--- config.mk ---
export PLATFORM = sky130hd
export DESIGN_NAME = threshold_dac_spi
export DESIGN_NICKNAME = d
export VERILOG_FILES = /design/src/rtl/threshold_dac_spi.sv
export SDC_FILE = /design/constraint.sdc
export NUM_CORES = 1
export LEC_CHECK = 0
export ABC_AREA = 1
export CORE_ASPECT_RATIO = 0.75
export CORE_MARGIN = 5
export CORE_UTILIZATION = 63
export CTS_BUF_LIST = sky130_fd_sc_hd__clkbuf_8
export CTS_CLUSTER_DIAMETER = 30
export DETAILED_ROUTE_END_ITERATION = 8
export GPL_TIMING_DRIVEN = 0
export HOLD_SLACK_MARGIN = 0.1
export PLACE_DENSITY = 0.88
export SYNTH_ARGS = -nofsm -noshare
export SYNTH_HDL_FRONTEND = slang
export SYNTH_SLANG_ARGS = --single-unit
--- constraint.sdc ---
create_clock -name clk_i -period 2.4 [get_ports clk_i]
set_input_delay 0.48 -clock clk_i [delete_from_list [all_inputs] [get_ports clk_i]]
set_output_delay 0.48 -clock clk_i [all_outputs]
set_load 0.03 [all_outputs]
--- src/rtl/threshold_dac_spi.sv ---
// Write-only 3-wire SPI serialiser for the threshold DAC: one 24-bit frame {DAC_CMD, code} per accepted write.
// Optional DAC settling wait is built when THRESHOLD_DAC_SETTLE_EN is defined.
//
// state    | meaning
// IDLE     | ready high, waiting for a write strobe
// SHIFT    | CS low, clocking out 24 bits MSB first (SPI mode 0)
// CS_HOLD  | SCLK low, CS held low for CLK_DIV cycles before release
// SETTLE   | CS high, waiting SETTLE_CYCLES for the DAC output to settle
module threshold_dac_spi #(
    parameter int unsigned CLK_DIV       = 2,
    parameter logic [7:0]  DAC_CMD       = 8'h30,
    parameter int unsigned SETTLE_CYCLES = 100
) (
    input  logic        clk_i,
    input  logic        rst_i,
    input  logic [15:0] threshold_i,
    input  logic        threshold_wre_i,
    output logic        threshold_rdy_o,
    output logic        wre_ovr_o,
    output logic        dac_cs_n_o,
    output logic        dac_sclk_o,
    output logic        dac_mosi_o
);

`ifdef THRESHOLD_DAC_SETTLE_EN
    typedef enum logic [1:0] {ST_IDLE, ST_SHIFT, ST_CS_HOLD, ST_SETTLE} state_t;
    localparam logic [15:0] SETTLE_MAX = 16'(SETTLE_CYCLES - 1);
`else
    typedef enum logic [1:0] {ST_IDLE, ST_SHIFT, ST_CS_HOLD} state_t;
    logic w_unused_settle;
    assign w_unused_settle = (SETTLE_CYCLES != 0);
`endif

    localparam logic [7:0] DIV_MAX = 8'(CLK_DIV - 1);

    state_t      r_state, w_state;
    logic [7:0]  r_div,   w_div;
    logic [4:0]  r_bit,   w_bit;
    logic [23:0] r_sr,    w_sr;
    logic        r_rdy,   w_rdy;
    logic        r_ovr,   w_ovr;
    logic        r_cs_n,  w_cs_n;
    logic        r_sclk,  w_sclk;
    logic        r_mosi,  w_mosi;
    logic        w_div_wrap;
`ifdef THRESHOLD_DAC_SETTLE_EN
    logic [15:0] r_settle, w_settle;
`endif

    assign w_div_wrap = (r_div == DIV_MAX);

    always_comb begin
        w_state = r_state;
        w_div   = r_div;
        w_bit   = r_bit;
        w_sr    = r_sr;
        w_rdy   = r_rdy;
        w_ovr   = r_ovr;
        w_cs_n  = r_cs_n;
        w_sclk  = r_sclk;
        w_mosi  = r_mosi;
`ifdef THRESHOLD_DAC_SETTLE_EN
        w_settle = r_settle;
`endif
        // A strobe outside IDLE never touches the frame; it only flags the overrun.
        if (threshold_wre_i && (r_state != ST_IDLE))
            w_ovr = 1'b1;

        case (r_state)
            ST_IDLE: begin
                if (threshold_wre_i) begin
                    w_sr    = {DAC_CMD, threshold_i};
                    w_mosi  = DAC_CMD[7];
                    w_cs_n  = 1'b0;
                    w_rdy   = 1'b0;
                    w_sclk  = 1'b0;
                    w_div   = 8'd0;
                    w_bit   = 5'd0;
                    w_state = ST_SHIFT;
                end
            end
            ST_SHIFT: begin
                if (w_div_wrap) begin
                    w_div  = 8'd0;
                    w_sclk = ~r_sclk;
                    if (r_sclk) begin
                        w_sr   = r_sr << 1;
                        w_mosi = r_sr[22];
                        w_bit  = r_bit + 5'd1;
                        if (r_bit == 5'd23) begin
                            w_mosi  = 1'b0;
                            w_state = ST_CS_HOLD;
                        end
                    end
                end else begin
                    w_div = r_div + 8'd1;
                end
            end
            ST_CS_HOLD: begin
                if (w_div_wrap) begin
                    w_div  = 8'd0;
                    w_cs_n = 1'b1;
`ifdef THRESHOLD_DAC_SETTLE_EN
                    w_settle = 16'd0;
                    w_state  = ST_SETTLE;
`else
                    w_rdy   = 1'b1;
                    w_state = ST_IDLE;
`endif
                end else begin
                    w_div = r_div + 8'd1;
                end
            end
`ifdef THRESHOLD_DAC_SETTLE_EN
            ST_SETTLE: begin
                if (r_settle == SETTLE_MAX) begin
                    w_rdy   = 1'b1;
                    w_state = ST_IDLE;
                end else begin
                    w_settle = r_settle + 16'd1;
                end
            end
`endif
            default: w_state = ST_IDLE;
        endcase
    end

    always_ff @(posedge clk_i) begin
        if (rst_i) begin
            r_state <= ST_IDLE;
            r_div   <= 8'd0;
            r_bit   <= 5'd0;
            r_sr    <= 24'd0;
            r_rdy   <= 1'b1;
            r_ovr   <= 1'b0;
            r_cs_n  <= 1'b1;
            r_sclk  <= 1'b0;
            r_mosi  <= 1'b0;
`ifdef THRESHOLD_DAC_SETTLE_EN
            r_settle <= 16'd0;
`endif
        end else begin
            r_state <= w_state;
            r_div   <= w_div;
            r_bit   <= w_bit;
            r_sr    <= w_sr;
            r_rdy   <= w_rdy;
            r_ovr   <= w_ovr;
            r_cs_n  <= w_cs_n;
            r_sclk  <= w_sclk;
            r_mosi  <= w_mosi;
`ifdef THRESHOLD_DAC_SETTLE_EN
            r_settle <= w_settle;
`endif
        end
    end

    assign threshold_rdy_o = r_rdy;
    assign wre_ovr_o       = r_ovr;
    assign dac_cs_n_o      = r_cs_n;
    assign dac_sclk_o      = r_sclk;
    assign dac_mosi_o      = r_mosi;

endmodule

==> flow_metrics.tcl <==
set metrics [dict create \
    grt_use_met3 0.0497 \
    max_cap_violations 0 \
    crit_type "reg -> out" \
    cts.path.max_buffers 2 \
    tightest_slew_ns 0.464 \
    grt_pass1_vias 1935 \
    grt_setup_unrepaired "false" \
    drive_above_1_share 0.0904 \
    worstReg2RegStart "r_state[0]$_SDFFE_PP0P_" \
    worstPathMaxFanout 3 \
    synth-seq-area-share 0.382 \
    antenna_found_initial 0 \
    use_met1 0.314 \
    slew_headroom 0.690 \
    rows 18 \
    antenna_cells 0 \
    min-delay-start "r_sr[11]$_SDFFE_PP0P_" \
    io_pins 24 \
    clock.fmax_mhz 527 \
    power_density_nw_per_um2 1100 \
    cts_num_sinks 42 \
    dr.first_iter.drc_count 147 \
    gp_congestion 0.850 \
    final_cell_mix "nand2_1 (120), dfxtp_1 (42), a21oi_1 (32), nor2_1 (31), inv_1 (26)" \
    worstSetupEndpointType "primary output" \
    cts_buffers 5 \
    finalNetCount 389 \
    wire_per_inst_microns 12.2 \
    postRouteAntennaNets 0 \
    drv_slew 0 \
    yosysTopAreaCellShare 0.382 \
    r2r_slack_ns 0.58 \
    cts_setup_buffers 0 \
    vias_per_cell 5.33 \
    cp.arrival_ns 1.42 \
    drc 0 \
    num_vias 2158 \
    routed_wl_microns 4940 \
    dpl_cell_area_sq_um 2480 \
    grt_busiest_layer "met2" \
    overflow 0 \
    cts_resized 0 \
    die_h_microns 61.2 \
    clock_latency_ns 0.29 \
    initial_utilization 0.660 \
    r2r-end "r_div[4]$_SDFFE_PP0P_" \
    yosys_warnings 0 \
    synthTopCellsByArea "dfxtp_1 (38%), nand2_1 (20%), a21oi_1 (7.3%)" \
    layout_commonest_cell "nand2_1" \
    die_w_microns 78.3 \
    syn-num-nets 359 \
    dieArea_sq_um 4790 \
    io_buffers 23 \
    htreeDepth 2 \
    setup.worst_path.end "threshold_rdy_o" \
    mappedNetlistArea_sq_um 2200 \
    grt_max_degree 13 \
    hpwlAfterDp_microns 3550 \
    ir_drop_uv 846 \
    crit_start "dac_cs_n_o$_SDFFE_PP1P_" \
    core_sq_um 3330 \
    worst_slack_ns 0.503 \
    timing.final.crit_share 0.791 \
    cts_tree "yes" \
    min_period_ns 1.90 \
    clkTransAtPathRegs_ns 0.08 \
    grt_first_pass_wirelength_microns 8710 \
    required_ns 1.92 \
    syn_area_per_cell_sq_um 6.59 \
    fin_worst_skew_ns 0.0103 \
    postLayoutCellArea_sq_um 2570 \
    synthToLayoutAreaGrowth_pct 16.9 \
    cts-root-buf "clkbuf_8" \
    hold_viol_final 0 \
    met2_usage 0.354 \
    synth_area_leader_cell "dfxtp_1" \
    outcome "completed" \
    ys_types 27 \
    dp_slack_ns 0.395 \
    synth_seq_cells 42 \
    drtPass1Iterations 4 \
    holdCritPathClass "reg -> reg" \
    setup_viol 0 \
    r2r_cells 7 \
    p_leak_uw 0.00117 \
    start_kind "flip-flop" \
    hold_buffers 0 \
    tns_ns 0 \
    track_usage 0.227 \
    synthCells 334 \
]
## per-stage QoR
step	total power, uW	hold WS (ns)	instances	util
after floorplan	2010	0.433	334	-
after global placement	2330	0.447	397	0.744
after detailed placement	2350	0.456	397	0.744
after CTS	2830	0.467	405	0.772
after global routing	3060	0.498	405	0.772
final	2830	0.463	405	0.772
## area by class of cell
cell class | count | area, sq um
clock inverters | 2 | 8.76
flip-flops and latches | 42 | 841
clock buffers | 6 | 82.6
well taps | 40 | 50.0
plain buffers | 18 | 100
repair buffers | 23 | 230
multi-input cells | 243 | 1140
fillers | 264 | 761
inverters | 31 | 116
## Yosys cell counts (all sizes together)
cell    instances
xor2            1
nor3            5
nor3b           1
nand2         123
inv            30
or2             1
clkbuf          5
nand3          13
nor2           32
o21ai           4
a21oi          32
ha              6
dfxtp          42
buf            13
clkinv          1
nand4          24
o21a            1
## power breakdown
| group | switching, uW | internal (uW) |
|---|---|---|
| Sequential | 105 | 885 |
| Combinational | 888 | 489 |
| Clock | 234 | 228 |
## logic make-up after synthesis
group | Yosys count | synth area share
xor+xnor | 1 | 0.00398
flops | 42 | 0.382
buf+inv | 49 | 0.0984
compound gates | 37 | 0.0870
fa+ha+maj | 6 | 0.0341
simple gates | 199 | 0.395
## worst max-delay path, cell delays in order, from the launching register on
cell	delay [ns]
dfxtp_1	0.36
buf_4	0.12
clkdlybuf4s50_1	0.65
## worst min-delay path by stage
stage / endpoint / slack, ns / cells past startpoint
4_1_cts: r_sr[11]$_SDFFE_PP0P_ / 0.47 / 2
3_5_place_dp: r_sr[12]$_SDFFE_PP0P_ / 0.46 / 2
2_1_floorplan: r_sr[14]$_SDFFE_PP0P_ / 0.43 / 2
3_3_place_gp: r_sr[4]$_SDFFE_PP0P_ / 0.45 / 2
6_report: r_sr[11]$_SDFFE_PP0P_ / 0.46 / 2
5_1_grt: r_sr[9]$_SDFFE_PP0P_ / 0.50 / 2
## flip-flops by register name, indices dropped and copies added, names as in the netlist
| signal | flops |
|---|---|
| wre_ovr_o | 1 |
| r_state | 2 |
| r_sr | 23 |
| r_div | 8 |
| dac_cs_n_o | 1 |
| dac_sclk_o | 1 |
| dac_mosi_o | 1 |
| r_bit | 5 |
## layer usage
layer	up-vias	share of wire
met5	-	0
met4	0	0.017
met3	11	0.064
met2	67	0.43
met1	948	0.49
li1	1132	-
Note: power is estimated with default switching activity, not from simulation.
==> edit 1: new RTL, same flow settings <==
Add an input register stage for `threshold_i`, without a reset; this delays it by one clock. The other inputs are not delayed to match.
--- a/src/rtl/threshold_dac_spi.sv
+++ b/src/rtl/threshold_dac_spi.sv
@@ -22,4 +22,10 @@
     output logic        dac_mosi_o
 );
+
+    logic [15:0] threshold_q;
+
+    always_ff @(posedge clk_i) begin
+        threshold_q <= threshold_i;
+    end
 
 `ifdef THRESHOLD_DAC_SETTLE_EN
@@ -70,5 +76,5 @@
             ST_IDLE: begin
                 if (threshold_wre_i) begin
-                    w_sr    = {DAC_CMD, threshold_i};
+                    w_sr    = {DAC_CMD, threshold_q};
                     w_mosi  = DAC_CMD[7];
                     w_cs_n  = 1'b0;
Formal check against the unedited RTL: no difference found for any inputs over 10 cycles, from zero or initial values and one cycle with rst_i high; that may be too few to reach the edited logic, so the function may still have changed.
==> edit 1 against the original RTL <==
Area after synthesis up 14%; critical path depth unchanged; via count up 11%; routed wire length up 25%; total power up 56%; global-route usage up 1.5 points; final area up 19%; hold slack worse by 0.00077 ns; fmax down 1.7%; die area up 12%; worst setup slack worse by 0.032 ns; clock skew down 0.0050 ns; sequential cell count up 16; critical endpoint unchanged; highest routed layer unchanged.
==> edit 1: results (changes against the original RTL) <==
worst_hold_slack_ns: 0.462  # -0.000769 ns
seq_area_frac_synth_pct: 46.2  # +8.0 points
synth_area_leaders: "dfxtp_1 46%, nand2_1 17%, a21oi_1 6.6%, nand4_1 5.7%, nor2_1 4.6%"
avgRoutedWirePerCell_um: 14.0  # +15%
grtUsageMet1_pct: 29.7  # -1.7 points
place_area_um2: 2800  # +13%
grt_max_degree: 11  # -2
place_ws_ns: 0.380  # -0.0152 ns
largestRegisters: "r_sr x23, threshold_q x16, r_div x8"
min_to: "r_sr[9]$_SDFFE_PP0P_"
worstPathArrival_ns: 1.45  # +0.03 ns
drt-met1-wl_um: 2760  # +14%
grt_pass1_wl_um: 10400  # +20%
worstHoldStart: "r_sr[9]$_SDFFE_PP0P_"
synth_top_area_share_pct: 46.2  # +8.0 points
drt-initial-drc-count: 224  # +52%
synth.net_count: 374  # +4.2%
status: "finished clean"
rr_worst_depth: 9  # +2
placedCellCount: 423  # +6.5%
htree_levels: 3  # +1
fin_crit_sh_pct: 80.4  # +1.4 points
synth_cell_types: 22  # -19%
vias: 2390  # +11%
grt_pass1_vias: 2244  # +16%
gr-usage-met3_pct: 8.99  # +4.0 points
leakage_nw: 1.36  # +16%
[edit 1: changes by cell type after synthesis, moves of 2 or more]
| cell | delta |
|---|---|
| xor2_1 | +3 |
| o21ai_0 | +4 |
| nand3_1 | -3 |
| dfxtp_1 | +16 |
| nand2_1 | -4 |
| inv_1 | +2 |
[edit 1: logic make-up (layout without fill, tap and decap cells)]
family          Yosys count  after routing  synth area share, %
buf+inv                  53             91                 9.12
flops                    58             58                 46.2
simple gates            187            187                 31.9
compound gates           41             41                 8.32
xor+xnor                  4              4                 1.39
fa+ha+maj                 6              6                 2.99
[edit 1: layout make-up]
cell class              instances  area, um^2
inverters                      34         128
clock inverters                 5         101
fillers                       254         707
well taps                      52        65.1
repair buffers                 22         220
plain buffers                  19         101
multi-input cells             238        1120
clock buffers                  11         151
flip-flops and latches         58        1160
[edit 1: power breakdown]
part | switching [mW] | leakage [nW] | internal (mW)
registers | 0.156 | 0.479 | 1.22
logic | 1.26 | 0.754 | 0.641
clock network | 0.387 | 0.127 | 0.742
==> edit 2: new RTL, same flow settings <==
Made on the original files. The option `THRESHOLD_DAC_SETTLE_EN` is turned on by a define.
--- a/src/rtl/threshold_dac_spi.sv
+++ b/src/rtl/threshold_dac_spi.sv
@@ -7,4 +7,6 @@
 // CS_HOLD  | SCLK low, CS held low for CLK_DIV cycles before release
 // SETTLE   | CS high, waiting SETTLE_CYCLES for the DAC output to settle
+`define THRESHOLD_DAC_SETTLE_EN
+
 module threshold_dac_spi #(
     parameter int unsigned CLK_DIV       = 2,
Check against the original RTL: no difference found for any inputs over 10 cycles, from zero or initial values and one cycle with rst_i high; that may be too few to reach the edited logic, so the function may still have changed.
==> edit 2 against the original RTL <==
Routed wire length grew 59%; final area increased by 51%; area after synthesis rose by 53%; sequential cell count increased by 17; sequential share of layout area fell by 2.3 points; worst setup slack worse by 0.047 ns; fmax fell by 2.4%; sequential power rose by 31%; first-iteration DRC count grew 29%; total power rose by 34%; via count grew 53%; count of clock-buffer cells in the layout increased by 4; highest routed layer unchanged.
==> edit 2: results (changes against the original RTL) <==
seq_area_frac_synth_pct: 35.1  # -3.1 points
avgRoutedWirePerCell_um: 12.7  # +4.0%
synthAdderAreaFrac_pct: 3.34  # -0.068 points
place_area_um2: 3680  # +48%
placedCellCount: 603  # +52%
htree_levels: 3  # +1
synth_area_leaders: "dfxtp_1 35%, nand2_1 17%, nand3_1 7.3%, nor2_1 6.2%, inv_1 4.2%"
status: "finished clean"
sw_frac_of_total_pct: 40.7  # -2.7 points
worstPathArrival_ns: 2.16  # +0.74 ns
slowest_stage: "o21ai_0"
peakVddDrop_mv: 0.676  # -20%
crit_family: "compound AO/OA/AOI/OAI gates"
drt-initial-drc-count: 190  # +29%
slowest_delay_ns: 0.54  # -0.11 ns
worst_hold_slack_ns: 0.470  # +0.00698 ns
hpwl_um: 5700  # +61%
fin_cells: 619  # +53%
synth_cell_types: 32  # +19%
min_to: "r_sr[5]$_SDFFE_PP0P_"
syn_avg_cell_area_um2: 6.66  # +1.0%
reg2reg_slack_ns: 0.46  # -0.12 ns
synth.net_count: 534  # +49%
clk-power_mw: 0.949  # +110%
synthTopCellsByCount: "157 x nand2_1, 59 x dfxtp_1, 56 x nor2_1"
==> edit 2: changes by cell type in the layout (fill, tap and decap cells not counted), sizes merged, moves of 16 or more <==
cell | unedited run | this run
nand4 | 24 | 8
nor2 | 32 | 61
inv | 31 | 47
o21ai | 4 | 21
dfxtp | 42 | 59
nand3 | 13 | 51
nand2 | 123 | 174
==> edit 2: routing by layer <==
| layer | up-vias | GRT usage, % | routed length [um] |
|---|---|---|---|
| met5 | - | 0 | 0 |
| met4 | 0 | 8.49 | 102 |
| met3 | 13 | 7.57 | 656 |
| met2 | 135 | 41.0 | 3680 |
| met1 | 1464 | 30.6 | 3410 |
| li1 | 1679 | - | - |
==> edit 2: final cells by class <==
cell class                      count  area, um^2
Clock inverter                      6        71.3
Fill cell                         402        1380
Sequential cell                    59        1180
Clock buffer                       10         138
Multi-Input combinational cell    381        1870
Timing Repair Buffer               22         220
Inverter                           45         169
Buffer                             21         149
Tap cell                           75        93.8
